<file path="config.mk">
export PLATFORM = sky130hd
export DESIGN_NAME = conv_window_feeder
export DESIGN_NICKNAME = d
export VERILOG_FILES = /design/src/rtl/feeder_pkg.sv /design/src/rtl/feeder_win_buf.sv /design/src/rtl/conv_window_feeder.sv
export SDC_FILE = /design/constraint.sdc
export NUM_CORES = 1
export LEC_CHECK = 0
export CAP_MARGIN = 15
export CORE_UTILIZATION = 50
export CTS_BUF_LIST = sky130_fd_sc_hd__clkbuf_8 sky130_fd_sc_hd__clkbuf_16
export DETAILED_ROUTE_END_ITERATION = 8
export HOLD_SLACK_MARGIN = 0.08
export PLACE_DENSITY = 0.75
export SYNTH_ARGS = -nofsm -noshare
export SYNTH_HDL_FRONTEND = slang
export SYNTH_SLANG_ARGS = --single-unit
</file>
<file path="constraint.sdc">
create_clock -name clk -period 5.5 [get_ports clk]
set_input_delay 0.55 -clock clk [delete_from_list [all_inputs] [get_ports clk]]
set_output_delay 0.55 -clock clk [all_outputs]
set_load 0.02 [all_outputs]
</file>
<file path="src/rtl/feeder_pkg.sv">
// Shared types and constants for the convolution window feeder.
package feeder_pkg;
  localparam int FEED_N         = 7;
  localparam int FEED_STRIDE    = 3;
  localparam int KROW_W         = 2;
  localparam int TIMEOUT_CYCLES = 64;
  localparam int TIMEOUT_W      = 6;

  typedef enum logic [2:0] {IDLE, FETCH, EMIT, WAIT, FIN} feeder_state_t;

  typedef logic [FEED_STRIDE-1:0][FEED_N:0] lane_vec_t;
endpackage

</file>
<file path="src/rtl/feeder_win_buf.sv">
// stride x stride pixel register file holding the current window.
// The row-read port zeroes lanes at or beyond the active kernel size.
module feeder_win_buf
  import feeder_pkg::*;
#(
  parameter int N      = FEED_N,
  parameter int stride = FEED_STRIDE
) (
  input  logic                   clk,
  input  logic                   reset,
  input  logic                   wr_en,
  input  logic [KROW_W-1:0]      wr_row,
  input  logic [KROW_W-1:0]      wr_col,
  input  logic [N:0]             wr_data,
  input  logic [KROW_W-1:0]      rd_row,
  input  logic [2:0]             ker_len,
  output logic [stride-1:0][N:0] rd_data
);
  logic [N:0] pix [stride][stride];

  always_ff @(posedge clk or negedge reset) begin
    if (!reset) begin
      for (int r = 0; r < stride; r++)
        for (int c = 0; c < stride; c++)
          pix[r][c] <= '0;
    end else if (wr_en && int'(wr_row) < stride && int'(wr_col) < stride) begin
      pix[wr_row][wr_col] <= wr_data;
    end
  end

  always_comb begin
    rd_data = '0;
    for (int c = 0; c < stride; c++)
      if (c < int'(ker_len) && int'(rd_row) < stride)
        rd_data[c] = pix[rd_row][c];
  end
endmodule

</file>
<file path="src/rtl/conv_window_feeder.sv">
// Raster-order window sequencer feeding the row-vector dot-product unit.
// Define FEEDER_TIMEOUT_EN to give up on a result after 64 silent WAIT cycles.
module conv_window_feeder
  import feeder_pkg::*;
#(
  parameter int N      = FEED_N,
  parameter int stride = FEED_STRIDE,
  parameter int IMG_W  = 8,
  parameter int IMG_H  = 8,
  parameter int ADDR_W = 6
) (
  input  logic                   clk,
  input  logic                   reset,
  input  logic                   start,
  input  logic [2:0]             ker_len,
  input  logic                   ker_wr_en,
  input  logic [KROW_W-1:0]      ker_wr_row,
  input  logic [stride-1:0][N:0] ker_wr_data,
  output logic                   img_rd_en,
  output logic [ADDR_W-1:0]      img_addr,
  input  logic [N:0]             img_rdata,
  output logic [stride-1:0][N:0] Arr1,
  output logic [stride-1:0][N:0] Arr2,
  output logic                   inp_valid,
  output logic [2:0]             ker_len_o,
  input  logic [2*N+1:0]         dp_in,
  input  logic                   dp_valid,
  output logic [2*N+1:0]         out_data,
  output logic                   out_valid,
  output logic [ADDR_W-1:0]      out_idx,
  output logic                   busy,
  output logic                   done,
  output logic                   err
);
  feeder_state_t state, state_nxt;

  logic [stride-1:0][N:0] ker [stride];
  logic [stride-1:0][N:0] win_row, ker_row;
  logic [ADDR_W-1:0]      orow, ocol, cur_idx, ow_last, oh_last;
  logic [KROW_W-1:0]      fr, fc, k, last_k, pend_row, pend_col;
  logic                   drain, pend, start_ok, last_pos, timeout;

  assign start_ok = (ker_len != 3'd0) && (int'(ker_len) <= stride);
  assign last_k   = KROW_W'(ker_len_o - 3'd1);
  assign ow_last  = ADDR_W'(IMG_W - int'(ker_len_o));
  assign oh_last  = ADDR_W'(IMG_H - int'(ker_len_o));
  assign last_pos = (orow == oh_last) && (ocol == ow_last);

  feeder_win_buf #(.N(N), .stride(stride)) u_win_buf (
    .clk     (clk),
    .reset   (reset),
    .wr_en   (pend),
    .wr_row  (pend_row),
    .wr_col  (pend_col),
    .wr_data (img_rdata),
    .rd_row  (k),
    .ker_len (ker_len_o),
    .rd_data (win_row)
  );

  // The final read of a window is followed by one idle drain cycle so its data lands.
  always_comb begin
    img_rd_en = (state == FETCH) && !drain;
    img_addr  = '0;
    if (img_rd_en)
      img_addr = ADDR_W'((int'(orow) + int'(fr)) * IMG_W + int'(ocol) + int'(fc));
  end

  always_comb begin
    ker_row = '0;
    for (int c = 0; c < stride; c++)
      if (c < int'(ker_len_o) && int'(k) < stride)
        ker_row[c] = ker[k][c];
  end

  assign inp_valid = (state == EMIT);
  assign Arr1      = inp_valid ? win_row : '0;
  assign Arr2      = inp_valid ? ker_row : '0;

`ifdef FEEDER_TIMEOUT_EN
  logic [TIMEOUT_W-1:0] wait_cnt;

  always_ff @(posedge clk or negedge reset) begin
    if (!reset)
      wait_cnt <= '0;
    else if (state == WAIT && !dp_valid)
      wait_cnt <= wait_cnt + TIMEOUT_W'(1);
    else
      wait_cnt <= '0;
  end

  assign timeout = (state == WAIT) && !dp_valid &&
                   (wait_cnt == TIMEOUT_W'(TIMEOUT_CYCLES - 1));
`else
  assign timeout = 1'b0;
`endif

  always_ff @(posedge clk or negedge reset) begin
    if (!reset) state <= IDLE;
    else        state <= state_nxt;
  end

  always_comb begin
    state_nxt = state;
    case (state)
      IDLE:    if (start && start_ok) state_nxt = FETCH;
      FETCH:   if (drain) state_nxt = EMIT;
      EMIT:    if (k == last_k) state_nxt = WAIT;
      WAIT:    if (dp_valid || timeout) state_nxt = last_pos ? FIN : FETCH;
      FIN:     state_nxt = IDLE;
      default: state_nxt = IDLE;
    endcase
  end

  always_ff @(posedge clk or negedge reset) begin
    if (!reset) begin
      for (int r = 0; r < stride; r++) ker[r] <= '0;
      ker_len_o <= '0;
      orow      <= '0;
      ocol      <= '0;
      cur_idx   <= '0;
      fr        <= '0;
      fc        <= '0;
      k         <= '0;
      drain     <= 1'b0;
      pend      <= 1'b0;
      pend_row  <= '0;
      pend_col  <= '0;
      out_data  <= '0;
      out_valid <= 1'b0;
      out_idx   <= '0;
      busy      <= 1'b0;
      done      <= 1'b0;
      err       <= 1'b0;
    end else begin
      out_valid <= 1'b0;
      done      <= 1'b0;
      err       <= 1'b0;
      pend      <= 1'b0;
      case (state)
        IDLE: begin
          // A same-cycle kernel write still lands before the pass reads it.
          if (ker_wr_en && int'(ker_wr_row) < stride)
            ker[ker_wr_row] <= ker_wr_data;
          if (start) begin
            if (start_ok) begin
              ker_len_o <= ker_len;
              busy      <= 1'b1;
              orow      <= '0;
              ocol      <= '0;
              cur_idx   <= '0;
              fr        <= '0;
              fc        <= '0;
              drain     <= 1'b0;
            end else begin
              err <= 1'b1;
            end
          end
        end
        FETCH: begin
          if (drain) begin
            drain <= 1'b0;
            k     <= '0;
          end else begin
            pend     <= 1'b1;
            pend_row <= fr;
            pend_col <= fc;
            if (fc == last_k) begin
              fc <= '0;
              if (fr == last_k) begin
                fr    <= '0;
                drain <= 1'b1;
              end else begin
                fr <= fr + KROW_W'(1);
              end
            end else begin
              fc <= fc + KROW_W'(1);
            end
          end
        end
        EMIT: k <= k + KROW_W'(1);
        WAIT: begin
          if (dp_valid || timeout) begin
            out_valid <= 1'b1;
            out_data  <= dp_valid ? dp_in : '0;
            out_idx   <= cur_idx;
            err       <= timeout;
            cur_idx   <= cur_idx + ADDR_W'(1);
            if (ocol == ow_last) begin
              ocol <= '0;
              orow <= orow + ADDR_W'(1);
            end else begin
              ocol <= ocol + ADDR_W'(1);
            end
          end
        end
        FIN: begin
          done <= 1'b1;
          busy <= 1'b0;
        end
        default: ;
      endcase
    end
  end
endmodule
</file>
==> metrics.md <==
| Metric | Value |
|---|---|
| Num Clock Sinks | between 200 and 250 |
| Core area | roughly 0.019 mm2 |
| Worst setup path category | flip-flop to output port |
| Power Density | ~540 mW/mm2 |
| DIE AREA | 0.0203 mm2 |
| Summed negative setup slack over all endpoints | 0 ns |
| Final Wtd Congestion | a little over 0.8 |
| Post-synthesis cell count | 903 |
| Number of max-cap violations | 0 |
| Clk_lat worst skew | approximately 0.5 ns |
| Ys flop type | sky130_fd_sc_hd__dfrtp_1 |
| Worst-Margin Slew | about 1.1 ns |
| Clock tree root buffer cell | sky130_fd_sc_hd__clkbuf_16 |
| Chip width | roughly 140 um |
| Period minus WS final | around 4.5 ns |
| Critical path endpoint category | output port |
| Cells along the critical path | ha_1 -> or3_1 -> o21bai_1 -> buf_4 -> nor2_1 -> clkdlybuf4s50_1 |
| Tcrit/Tclk final | between 80% and 90% |
| Post-CTS Setup Inserts | 0 |
| Effective utilization at floorplan | 50.9% |
| Number of buffers inserted for hold repair after clock tree synthesis | 0 |
| Most frequent cells in the layout | sky130_fd_sc_hd__dfrtp_1 (204), sky130_fd_sc_hd__mux2_2 (144), sky130_fd_sc_hd__clkdlybuf4s50_1 (141) |
| RSZ-0062 raised after global routing | no |
| Area growth from synthesis to layout | 24.0% |
| Result of the run | finished clean |
| Final setup violation count | 0 |
| Category of the worst setup path launch point | flip-flop |
| Clock Pin Slew Worst Setup and Hold Paths | 0.06 ns |
| Area occupied by multi-input gates | about 0.0045 mm2 |
| Detailed placer's ending HPWL | about 15 mm |
| Chip Height | about 140 um |
| Number of gates resized after CTS | 0 |
| Final design utilization | 63.1% |
| CTS buffer count | 22 |
| Overflow left after global routing | 0 |
| Met2 track demand over resource in global routing | a little under two fifths |
| Max FO, Critical Path | 53 |
| Area taken by flip-flops and latches | a little over 0.005 mm2 |
| Met1 capacity usage during global routing | 31.9% |
| Depth of the CTS H-tree | 1 |
| Post-Synthesis Cell Area | around 0.0099 mm2 |
| Gate family responsible for the most delay along the worst path | buffers and inverters |
| Remaining number of nets flagged by the antenna check after routing | 0 |
| Deepest clock path buffer count | 3 |
| Vias per Instance | ~5.4 |
| Static Leak | 0.00545 uW |
| Initial DRT Pass Iterations | 4 |
| Cell at the slowest stage of the critical path | sky130_fd_sc_hd__dfrtp_2 |
| Initial antenna violation count | 0 |
| Total nets after synthesis | approximately 970 |
| Top-Level Pins | between 100 and 150 |
| Count of warnings emitted by yosys | 0 |
| Clock Skews | between 0.008 and 0.009 ns |
| Total design power | about 6600 uW |
| Number of global-route vias before repair | slightly above 7,000 |
| Wire length reported by the detailed router | roughly 22 mm |
| Average cell area after synthesis | 10.9 um2 |
| Share of post-route cells with drive strength above 1 | about a fifth |
| Min-delay worst type | primary input to async pin |
| Final count of pins violating max slew | 0 |
| Global-route wire length before repair | between 30 and 40 mm |
| CP bufs+invs | 2 |
| DRC violations left | 0 |
| Highest cell delay on the worst timing path | between 0.7 and 0.8 ns |
| # nets final | 1,097 |
| Number of enable-type register cells in the synthesized netlist | 0 |
| Worst EP required | between 4 and 5 ns |
| Flop and latch count out of synthesis | 206 |
| Count of distinct cell types in the synthesized netlist | between 50 and 60 |
| Met3 routing resource usage after global routing | under 10% |
| Most common library cell in the layout ignoring fill and taps | sky130_fd_sc_hd__dfrtp_1 |
| Global-route total usage across every layer | 23.1% |
| Clock tree from TritonCTS | done |
| Share of synthesized registers carrying an async set or reset | 100% |
| Count of inserted antenna diode cells | 0 |
| Largest net degree at the start of global routing | 112 |
| Filler Cells Inserted | roughly 1,600 |
| Final count of hold timing violations | 0 |
| GR peak layer | met2 |
| Arrival time at the worst endpoint | between 3 and 4 ns |
| Num rows | roughly 50 |
| Maximum vdd drop | approximately 270 uV |
| Routed vias | ~7,100 |
| Part of the Yosys area used for sequential elements | approximately 52% |
| Detailed Route Iter0 Violations | about 330 |
| Number of input and output port buffers inserted | 142 |
| FMAX | ~220 MHz |
| Wirelength per Cell | 17.1 um |
| Max-Slew Margin vs Limit | 28.5% |
==> cell type report <==
cell class	count	area share, %
flip-flops and latches	206	42.1
multi-input cells	633	36.5
inverters	15	0.460
clock buffers	25	4.92
well taps	265	2.71
repair buffers	149	12.2
clock inverters	15	1.18
==> worst paths after layout <==
check | slack (ns) | to | depth (start not counted) | start
max | 1.05 | Arr1[21] | 6 | k[0]$_DFFE_PN0P_
min | 0.11 | ocol[3]$_DFFE_PN0P_ | 1 | reset
max reg2reg | 2.27 | ker[63]$_DFFE_PN0P_ | 5 | state[2]$_DFFE_PN0P_
min reg2reg | 0.47 | out_data[4]$_DFFE_PN0P_ | 2 | out_data[4]$_DFFE_PN0P_
max in group asynchronous | 4.36 | k[1]$_DFFE_PN0P_ | 2 | reset
min in group clk | 0.47 | out_data[4]$_DFFE_PN0P_ | 2 | out_data[4]$_DFFE_PN0P_
==> per-layer routing <==
layer	vias up	routed length (um)
li1	3350	-
met3	39	977
met1	3504	10200
met4	0	508
met5	-	0
met2	162	10700
==> metrics by stage <==
stage               hold WS [ns]  cell area [um2]  setup slack [ns]  std cells
floorplan                  0.254             9880              3.01        903
global placement           0.457            11500              1.62       1268
detailed placement         0.461            11500              1.54       1268
CTS                        0.158            12200              1.00       1308
global route               0.170            12200             0.826       1308
finish                     0.108            12200              1.05       1308
==> kinds of logic after synthesis <==
kind of cell / after synthesis / synth area share, %
buffers and inverters: 64 / 2.72
XOR/XNOR: 26 / 2.31
flip-flops: 206 / 52.2
AND/OR/NAND/NOR: 298 / 13.3
multiplexers: 197 / 21.8
adder cells (fa/ha/maj): 12 / 1.67
AO/OA/AOI/OAI: 100 / 6.01
==> registers in the layout, summed over array words and instances (netlist names) <==
signal and count:
busy 1, cur_idx 6, done 1, drain 1
err 1, fc 2, fr 2, k 2
ker 72, ker_len_o 3, ocol 6, orow 6
out_data 16, out_idx 6, out_valid 1, pend 1
pend_col 2, pend_row 2, state 3, u_win_buf.pix 72
==> report_power, final <==
part / internal, uW / switching (uW) / leakage [uW]
logic: 1210 / 1160 / 0.00249
clock network: 923 / 581 / 0.000397
registers: 2170 / 542 / 0.00256
==> cells in the mapped netlist, types with 10 or more instances <==
cell type / instances / area (um2)
sky130_fd_sc_hd__a21oi_1: 58 / 290
sky130_fd_sc_hd__buf_2: 11 / 55.1
sky130_fd_sc_hd__clkbuf_1: 27 / 101
sky130_fd_sc_hd__dfrtp_1: 206 / 5150
sky130_fd_sc_hd__ha_1: 10 / 125
sky130_fd_sc_hd__inv_1: 14 / 52.6
sky130_fd_sc_hd__mux2_2: 144 / 1620
sky130_fd_sc_hd__mux2i_1: 53 / 531
sky130_fd_sc_hd__nand2_1: 104 / 390
sky130_fd_sc_hd__nand3_1: 11 / 55.1
sky130_fd_sc_hd__nor2_1: 125 / 469
sky130_fd_sc_hd__o21ai_0: 15 / 75.1
sky130_fd_sc_hd__xnor2_1: 14 / 123
sky130_fd_sc_hd__xor2_1: 12 / 105
No activity file was read; power rests on OpenSTA's default activity.
